**src/rtl/bcd_signed_addsub_ctrl_pkg.sv**
```systemverilog
// Shared types for the signed-magnitude BCD add/subtract controller.
// The result record is declared in the top because its width follows the N parameter.
package bcd_signed_addsub_ctrl_pkg;

  localparam int DIGIT_W = 4;

  typedef logic [DIGIT_W-1:0] bcd_digit_t;

  typedef enum logic {
    OP_ADD = 1'b0,
    OP_SUB = 1'b1
  } bcd_op_e;

  // Signs and the requested op collapse into a single magnitude add or subtract.
  function automatic bcd_op_e eff_op(input logic sa, input logic sb, input logic op);
    return bcd_op_e'(sa ^ sb ^ op);
  endfunction

endpackage

```
**src/rtl/bcd_signed_addsub_ctrl_fifo.sv**
```systemverilog
// Synchronous FIFO for controller results, with a registered storage array.
// It accepts a push and a pop in the same cycle, including when the FIFO is full.
module bcd_sync_fifo #(
  parameter int WIDTH = 8,
  parameter int DEPTH = 8
) (
  input  logic                       clk,
  input  logic                       rst,
  input  logic                       push,
  input  logic [WIDTH-1:0]           push_data,
  input  logic                       pop,
  output logic [WIDTH-1:0]           pop_data,
  output logic                       empty,
  output logic [$clog2(DEPTH+1)-1:0] count
);

  localparam int PW = (DEPTH > 1) ? $clog2(DEPTH) : 1;
  localparam int CW = $clog2(DEPTH + 1);

  logic [WIDTH-1:0] mem_q [DEPTH];
  logic [WIDTH-1:0] mem_d [DEPTH];
  logic [PW-1:0]    wr_ptr_q, wr_ptr_d;
  logic [PW-1:0]    rd_ptr_q, rd_ptr_d;
  logic [CW-1:0]    count_q, count_d;
  logic             full;
  logic             pop_ok;
  logic             push_ok;

  assign empty    = (count_q == '0);
  assign full     = (count_q == CW'(DEPTH));
  assign count    = count_q;
  assign pop_data = mem_q[rd_ptr_q];
  assign pop_ok   = pop & ~empty;
  assign push_ok  = push & (~full | pop_ok);

  always_comb begin
    mem_d    = mem_q;
    wr_ptr_d = wr_ptr_q;
    rd_ptr_d = rd_ptr_q;
    count_d  = count_q;
    if (push_ok) begin
      mem_d[wr_ptr_q] = push_data;
      wr_ptr_d = (wr_ptr_q == PW'(DEPTH - 1)) ? '0 : wr_ptr_q + 1'b1;
    end
    if (pop_ok) begin
      rd_ptr_d = (rd_ptr_q == PW'(DEPTH - 1)) ? '0 : rd_ptr_q + 1'b1;
    end
    count_d = count_q + CW'(push_ok) - CW'(pop_ok);
  end

  always_ff @(posedge clk) begin
    if (rst) begin
      for (int i = 0; i < DEPTH; i++) begin
        mem_q[i] <= '0;
      end
      wr_ptr_q <= '0;
      rd_ptr_q <= '0;
      count_q  <= '0;
    end else begin
      for (int i = 0; i < DEPTH; i++) begin
        mem_q[i] <= mem_d[i];
      end
      wr_ptr_q <= wr_ptr_d;
      rd_ptr_q <= rd_ptr_d;
      count_q  <= count_d;
    end
  end

  // Upstream credit accounting guarantees room for every push.
  push_into_full_a: assert property (@(posedge clk) disable iff (rst) !(push && full && !pop));

endmodule

```
**src/rtl/bcd_signed_addsub_ctrl.sv**
```systemverilog
// Issue and retire sequencer for the fixed-latency BCD significand add/subtract datapath.
// It aligns sign tags with the datapath output, fixes up the result sign, and buffers results behind credits.
module bcd_signed_addsub_ctrl
  import bcd_signed_addsub_ctrl_pkg::*;
#(
  parameter int N          = 25,
  parameter int DP_LAT     = 3,
  parameter int FIFO_DEPTH = 8
) (
  input  logic             clk,
  input  logic             rst,
  input  logic             in_valid,
  output logic             in_ready,
  input  logic [N*4-1:0]   in_a,
  input  logic             in_sa,
  input  logic [N*4-1:0]   in_b,
  input  logic             in_sb,
  input  logic             in_op,
  output logic             dp_sub,
  output logic [N*4-1:0]   dp_a,
  output logic [N*4-1:0]   dp_b,
  input  logic [N*4-1:0]   dp_o,
  input  logic             dp_co,
  output logic             out_valid,
  input  logic             out_ready,
  output logic [N*4-1:0]   out_mag,
  output logic             out_sign,
  output logic             out_ovf,
  output logic             busy
);

  localparam int W  = N * DIGIT_W;
  localparam int CW = $clog2(FIFO_DEPTH + 1);

  typedef struct packed {
    bcd_digit_t [N-1:0] mag;
    logic               sign;
    logic               ovf;
  } bcd_smag_res_t;

  typedef struct packed {
    logic    vld;
    logic    sa;
    bcd_op_e op;
  } tag_t;

  tag_t [DP_LAT-1:0] tag_q, tag_d;
  tag_t              arr_tag;
  logic [CW-1:0]     inflight_q, inflight_d;
  logic              dp_sub_q, dp_sub_d;
  logic [W-1:0]      dp_a_q, dp_a_d;
  logic [W-1:0]      dp_b_q, dp_b_d;
  logic [CW-1:0]     fifo_count;
  logic              fifo_empty;
  logic              accept;
  logic              pop;
  bcd_op_e           eff;
  bcd_smag_res_t     push_res;
  bcd_smag_res_t     pop_res;

  // Credits come only from registered counts, so a pop frees its slot one cycle later.
  assign in_ready = ({1'b0, inflight_q} + {1'b0, fifo_count}) < (CW + 1)'(FIFO_DEPTH);
  assign accept   = in_valid & in_ready;
  assign eff      = eff_op(in_sa, in_sb, in_op);
  assign arr_tag  = tag_q[DP_LAT-1];

  always_comb begin
    dp_sub_d = dp_sub_q;
    dp_a_d   = dp_a_q;
    dp_b_d   = dp_b_q;
    if (accept) begin
      dp_sub_d = (eff == OP_SUB);
      dp_a_d   = in_a;
      dp_b_d   = in_b;
    end
  end

  assign dp_sub = dp_sub_d;
  assign dp_a   = dp_a_d;
  assign dp_b   = dp_b_d;

  always_comb begin
    tag_d        = tag_q;
    tag_d[0].vld = accept;
    tag_d[0].sa  = in_sa;
    tag_d[0].op  = eff;
    for (int i = 1; i < DP_LAT; i++) begin
      tag_d[i] = tag_q[i-1];
    end
  end

  always_comb begin
    inflight_d = inflight_q;
    case ({accept, arr_tag.vld})
      2'b10:   inflight_d = inflight_q + 1'b1;
      2'b01:   inflight_d = inflight_q - 1'b1;
      default: inflight_d = inflight_q;
    endcase
  end

  // A subtract without carry means B > A, so the true result has the opposite sign of A.
  always_comb begin
    push_res.mag = dp_o;
    if (arr_tag.op == OP_ADD) begin
      push_res.sign = arr_tag.sa;
      push_res.ovf  = dp_co;
    end else begin
      push_res.sign = dp_co ? arr_tag.sa : ~arr_tag.sa;
      push_res.ovf  = 1'b0;
    end
    if (dp_o == '0) begin
      push_res.sign = 1'b0;
    end
  end

  always_ff @(posedge clk) begin
    if (rst) begin
      tag_q      <= '0;
      inflight_q <= '0;
      dp_sub_q   <= 1'b0;
      dp_a_q     <= '0;
      dp_b_q     <= '0;
    end else begin
      tag_q      <= tag_d;
      inflight_q <= inflight_d;
      dp_sub_q   <= dp_sub_d;
      dp_a_q     <= dp_a_d;
      dp_b_q     <= dp_b_d;
    end
  end

  bcd_sync_fifo #(
    .WIDTH ($bits(bcd_smag_res_t)),
    .DEPTH (FIFO_DEPTH)
  ) u_res_fifo (
    .clk       (clk),
    .rst       (rst),
    .push      (arr_tag.vld),
    .push_data (push_res),
    .pop       (pop),
    .pop_data  (pop_res),
    .empty     (fifo_empty),
    .count     (fifo_count)
  );

  assign out_valid = ~fifo_empty;
  assign pop       = out_valid & out_ready;
  assign out_mag   = pop_res.mag;
  assign out_sign  = pop_res.sign;
  assign out_ovf   = pop_res.ovf;
  assign busy      = (inflight_q != '0) | ~fifo_empty;

endmodule

```
**config.mk**
```make
export PLATFORM = sky130hd
export DESIGN_NAME = bcd_signed_addsub_ctrl
export DESIGN_NICKNAME = d
export VERILOG_FILES = /design/src/rtl/bcd_signed_addsub_ctrl_pkg.sv /design/src/rtl/bcd_signed_addsub_ctrl_fifo.sv /design/src/rtl/bcd_signed_addsub_ctrl.sv
export SDC_FILE = /design/constraint.sdc
export NUM_CORES = 2
export LEC_CHECK = 0
export CAP_MARGIN = 20
export CORE_MARGIN = 2
export CORE_UTILIZATION = 40
export CTS_BUF_LIST = sky130_fd_sc_hd__clkbuf_16
export DETAILED_ROUTE_END_ITERATION = 10
export GPL_TIMING_DRIVEN = 0
export PLACE_DENSITY_LB_ADDON = 0.2
export SETUP_SLACK_MARGIN = 0.05
export SYNTH_ARGS = -nofsm -noshare
export SYNTH_HDL_FRONTEND = slang
export SYNTH_SLANG_ARGS = --single-unit
export TNS_END_PERCENT = 1
```
**constraint.sdc**
```tcl
create_clock -name clk -period 3.45 [get_ports clk]
set_input_delay 0.5175 -clock clk [delete_from_list [all_inputs] [get_ports clk]]
set_output_delay 0.5175 -clock clk [all_outputs]
set_load 0.05 [all_outputs]
```
==> metrics.txt <==
# TYPE chip_impl_metric gauge
chip_impl_metric{name="route.vias.total",unit=""} 37200
chip_impl_info{name="rsz0062_at_grt",value="yes"} 1
chip_impl_info{name="cell_chosen_for_the_clock_root",value="sky130_fd_sc_hd__clkbuf_16"} 1
chip_impl_metric{name="num-nets-final",unit=""} 5802
chip_impl_metric{name="worstSkewPairLatency",unit="ns"} 0.70
chip_impl_info{name="crit_path_top_delay_cell",value="sky130_fd_sc_hd__clkbuf_1"} 1
chip_impl_metric{name="drc",unit=""} 0
chip_impl_metric{name="timing.critical_path.fanout_max",unit=""} 10
chip_impl_info{name="synth_ff_type",value="sky130_fd_sc_hd__dfxtp_1"} 1
chip_impl_info{name="worstPathCellList",value="clkbuf_4 > clkbuf_1 > mux4_2 > mux2_2 > clkdlybuf4s15_2"} 1
chip_impl_metric{name="combined_flip_flop_and_latch_cell_area",unit="µm²"} 20800
chip_impl_metric{name="routed_wl",unit="µm"} 157000
chip_impl_metric{name="cp.required",unit="ns"} 2.93
chip_impl_metric{name="mappedNetlistArea",unit="µm²"} 43400
chip_impl_metric{name="core",unit="µm²"} 107000
chip_impl_metric{name="timing_worst_slew_pin_value",unit="ns"} 1.32
chip_impl_metric{name="cap_violations",unit=""} 0
chip_impl_metric{name="buf_inv_stages_crit_path",unit=""} 3
chip_impl_metric{name="clock_buffer_count_from_cts",unit=""} 112
chip_impl_metric{name="final_layout_size_suffix_gt1_share",unit="%"} 20.2
chip_impl_metric{name="grt.met1_usage",unit="%"} 38.7
chip_impl_metric{name="fillers",unit=""} 10100
chip_impl_info{name="yosys.area.top_type",value="sky130_fd_sc_hd__dfxtp_1"} 1
chip_impl_metric{name="layout.cell_area.non_filler",unit="µm²"} 54700
chip_impl_metric{name="detailed_place_hpwl",unit="µm"} 111000
chip_impl_metric{name="synth_fp_nets",unit=""} 5149
chip_impl_metric{name="synth.distinct_cells",unit=""} 39
chip_impl_metric{name="post_synth_inst_count",unit=""} 4824
chip_impl_metric{name="finalSetupViolCount",unit=""} 222
chip_impl_metric{name="numPortBuffers",unit=""} 512
chip_impl_metric{name="syn-mean-instance-area",unit="µm²"} 8.99
chip_impl_metric{name="slew_headroom",unit="%"} 11.8
chip_impl_info{name="setup.worst_path.start",value="u_res_fifo.rd_ptr_q[1]"} 1
chip_impl_info{name="run_status",value="finished with violations"} 1
chip_impl_metric{name="finish.utilization",unit="%"} 51.0
chip_impl_metric{name="die_ht",unit="µm"} 333
chip_impl_metric{name="wire_length_per_cell_after_detailed_routing",unit="µm"} 22.5
chip_impl_info{name="timing.critical_path.max_delay_family",value="buffers and inverters"} 1
chip_impl_metric{name="dpl_cell_area",unit="µm²"} 50400
chip_impl_info{name="worstReg2RegStart",value="u_res_fifo.count[2]"} 1
chip_impl_metric{name="slew_viol_final",unit=""} 0
chip_impl_metric{name="intPower",unit="W"} 0.0224
chip_impl_metric{name="crit_path_max_incr_delay",unit="ns"} 0.63
chip_impl_metric{name="dieArea",unit="µm²"} 111000
chip_impl_info{name="hp-class",value="in -> reg"} 1
chip_impl_metric{name="cellPowerDensity",unit="nW/µm²"} 603
chip_impl_metric{name="synth.ff_latch_count",unit=""} 1040
chip_impl_metric{name="timing.final.crit_share",unit="%"} 103
chip_impl_metric{name="cts.path.max_buffers",unit=""} 3
chip_impl_metric{name="swShare",unit="%"} 32.1
chip_impl_metric{name="clock_transition_at_path_regs",unit="ns"} 0.06
chip_impl_metric{name="multi_input_comb_area",unit="µm²"} 20700
chip_impl_metric{name="worst_ep_arrival_time",unit="ns"} 3.04
chip_impl_metric{name="synth.yosys.seq_area_share",unit="%"} 48.0
chip_impl_metric{name="drt-initial-drc-count",unit=""} 3503
chip_impl_metric{name="finalWorstSetupSlack",unit="ns"} -0.105
chip_impl_metric{name="grt_util_all_layers",unit="%"} 27.1
chip_impl_metric{name="post_drt_via_cell_ratio",unit=""} 5.33
chip_impl_metric{name="place_worst_setup_slack",unit="ns"} -1.11
chip_impl_metric{name="cts.sink_count",unit=""} 1040
chip_impl_info{name="violations",value="negative setup slack"} 1
chip_impl_metric{name="fin_total_pwr",unit="W"} 0.0330
chip_impl_info{name="worst_hold_startpoint",value="dp_o[95]"} 1
chip_impl_metric{name="starting_density_of_the_core",unit="%"} 40.4
chip_impl_metric{name="leakagePower",unit="nW"} 19.2
chip_impl_metric{name="seq_power_share",unit="%"} 38.1
chip_impl_metric{name="floorplan.die.width",unit="µm"} 333
chip_impl_metric{name="grt_overflow_total",unit=""} 0
chip_impl_metric{name="fmax",unit="MHz"} 281
chip_impl_metric{name="gpl.final_weighted_congestion",unit=""} 0.869
chip_impl_metric{name="groute.layer.met2.usage",unit="%"} 42.8
chip_impl_metric{name="comb_power_share",unit="%"} 26.7
chip_impl_metric{name="p_clk_share",unit="%"} 35.2
chip_impl_metric{name="yosysWarnings",unit=""} 0
chip_impl_metric{name="hold_ws",unit="ns"} 0.220
chip_impl_info{name="synthTopCellsByArea",value="sky130_fd_sc_hd__dfxtp_1, sky130_fd_sc_hd__nand2_1, sky130_fd_sc_hd__mux4_2"} 1
chip_impl_metric{name="power_switching",unit="W"} 0.0106
chip_impl_metric{name="synth_async_sr_flop_share",unit="%"} 0
chip_impl_metric{name="ir_worst_vdd",unit="mV"} 0.517
chip_impl_metric{name="post_cts_hold_buffer_count",unit=""} 0
chip_impl_info{name="cts_tree",value="done"} 1
chip_impl_metric{name="grt_start_max_net_pins",unit=""} 16
chip_impl_metric{name="design.portCount",unit=""} 614
chip_impl_metric{name="first_global_vias",unit=""} 35000
chip_impl_metric{name="finalHoldViolations",unit=""} 0
chip_impl_info{name="timing.setup.critical_path_class",value="reg -> out"} 1
chip_impl_metric{name="layout_min_cycle_time",unit="ns"} 3.55
chip_impl_info{name="busiest_layer",value="met2"} 1
chip_impl_metric{name="ant_nets",unit=""} 0
chip_impl_info{name="worstSetupEndpointType",value="output pin"} 1
chip_impl_metric{name="cts-htree-levels",unit=""} 3
chip_impl_metric{name="met3_usage",unit="%"} 4.59
chip_impl_metric{name="antenna_found_initial",unit=""} 19
chip_impl_metric{name="rows",unit=""} 120
chip_impl_metric{name="dr.pass1.iters",unit=""} 8
chip_impl_metric{name="fin_skew",unit="ns"} 0.0288
chip_impl_metric{name="post_synth_top_area_share",unit="%"} 48.0
chip_impl_metric{name="flow.area_growth_from_synthesis",unit="%"} 26.2
chip_impl_info{name="startpoint_type",value="flop"} 1
chip_impl_metric{name="grt_first_pass_wirelength",unit="µm"} 228000
chip_impl_metric{name="synth-edff-count",unit=""} 0
[metal layers]
layer	up-vias	routed length, µm	part of all wire (%)
met5	-	57	0.036
met4	8	3190	2.0
met3	203	12800	8.2
met2	1543	71400	46
met1	18000	69300	44
li1	17400	-	-
[tightest hold or removal path: cells and delay by family]
kind            cells  cell delay [ns]
buf+inv             1             0.20
simple gates        1             0.11
compound gates      1             0.05
[sequential cells by signal, indices dropped and copies added, names as in the netlist]
register             flops
u_res_fifo.wr_ptr_q      3
u_res_fifo.mem_q       816
tag_d                    6
dp_sub_q                 1
inflight_q               4
dp_a_q                 100
arr_tag                  3
u_res_fifo.count         4
dp_b_q                 100
u_res_fifo.rd_ptr_q      3
[metrics by stage]
step / setup TNS [ns] / std cells
after global routing: -26.39 / 6974
final: -8.12 / 6977
after global placement: -343.25 / 6739
after CTS: -40.74 / 6958
after detailed placement: -175.34 / 6747
after floorplan: 0 / 4824
[final timing paths]
| check | endpoint | slack [ns] | cells after the start |
|---|---|---|---|
| hold / removal | u_res_fifo.mem_q[403] | 0.22 | 3 |
| hold reg to reg | tag_d[6] | 0.43 | 1 |
| setup reg to reg | u_res_fifo.mem_q[527] | 0.12 | 10 |
| setup / recovery | out_mag[86] | -0.10 | 5 |
[power groups by stage]
stage / clock network [W] / logic [W] / registers [W]
after global placement: 0 / 0.00803 / 0.0128
after CTS: 0.0118 / 0.00827 / 0.0126
after global routing: 0.0123 / 0.00921 / 0.0126
final: 0.0116 / 0.00882 / 0.0126
after floorplan: 0 / 0.00540 / 0.0128
after detailed placement: 0 / 0.00805 / 0.0128
[synth_stat cells (16+ instances only)]
| cell | instances |
|---|---|
| sky130_fd_sc_hd__nor4_1 | 29 |
| sky130_fd_sc_hd__a21oi_1 | 818 |
| sky130_fd_sc_hd__dfxtp_1 | 1040 |
| sky130_fd_sc_hd__mux2_1 | 71 |
| sky130_fd_sc_hd__nand2_1 | 1631 |
| sky130_fd_sc_hd__clkbuf_1 | 374 |
| sky130_fd_sc_hd__buf_6 | 18 |
| sky130_fd_sc_hd__nor2b_1 | 211 |
| sky130_fd_sc_hd__mux4_2 | 204 |
| sky130_fd_sc_hd__ha_1 | 16 |
| sky130_fd_sc_hd__buf_1 | 22 |
| sky130_fd_sc_hd__buf_2 | 65 |
| sky130_fd_sc_hd__mux2_2 | 231 |
[cells in the final DEF (no fill, tap or decap), types with 29 or more instances in the layout]
| cell | synthesis | layout |
|---|---|---|
| sky130_fd_sc_hd__clkinv_1 | 0 | 33 |
| sky130_fd_sc_hd__buf_6 | 18 | 135 |
| sky130_fd_sc_hd__clkbuf_1 | 374 | 337 |
| sky130_fd_sc_hd__nand2_1 | 1631 | 1630 |
| sky130_fd_sc_hd__mux4_2 | 204 | 204 |
| sky130_fd_sc_hd__buf_2 | 65 | 112 |
| sky130_fd_sc_hd__buf_4 | 1 | 45 |
| sky130_fd_sc_hd__nor2b_1 | 211 | 211 |
| sky130_fd_sc_hd__mux2_4 | 0 | 29 |
| sky130_fd_sc_hd__clkbuf_16 | 0 | 124 |
| sky130_fd_sc_hd__clkdlybuf4s15_2 | 0 | 59 |
| sky130_fd_sc_hd__inv_1 | 9 | 29 |
| sky130_fd_sc_hd__a21oi_1 | 818 | 818 |
| sky130_fd_sc_hd__mux2_2 | 231 | 273 |
| sky130_fd_sc_hd__dfxtp_1 | 1040 | 1035 |
| sky130_fd_sc_hd__clkdlybuf4s50_1 | 0 | 208 |
[logic make-up after synthesis]
kind of cell	synth area share, %
adder cells (fa/ha/maj)	0.508
XOR/XNOR	0.182
flip-flops	48.0
AND/OR/NAND/NOR	18.4
multiplexers	18.5
buffers and inverters	4.74
AO/OA/AOI/OAI	9.71
[layout make-up]
cell class	instances	area share [%]
Antenna cell	5	0.0229
Buffer	480	4.44
Clock buffer	114	5.22
Clock inverter	92	1.18
Inverter	9	0.0618
Multi-Input combinational cell	3296	37.8
Sequential cell	1040	38.1
Tap cell	1403	3.21
Timing Repair Buffer	538	10.0
[repair_timing]
| action | CTS | global route |
|---|---|---|
| resized for setup | 1686 | 332 |
| setup endpoints to repair | 305 | 373 |
| pin swaps | 1 | 2 |
| buffers inserted | 3 | 2 |
| cloned | 2 | 9 |
(Power assumes the default switching activity.)
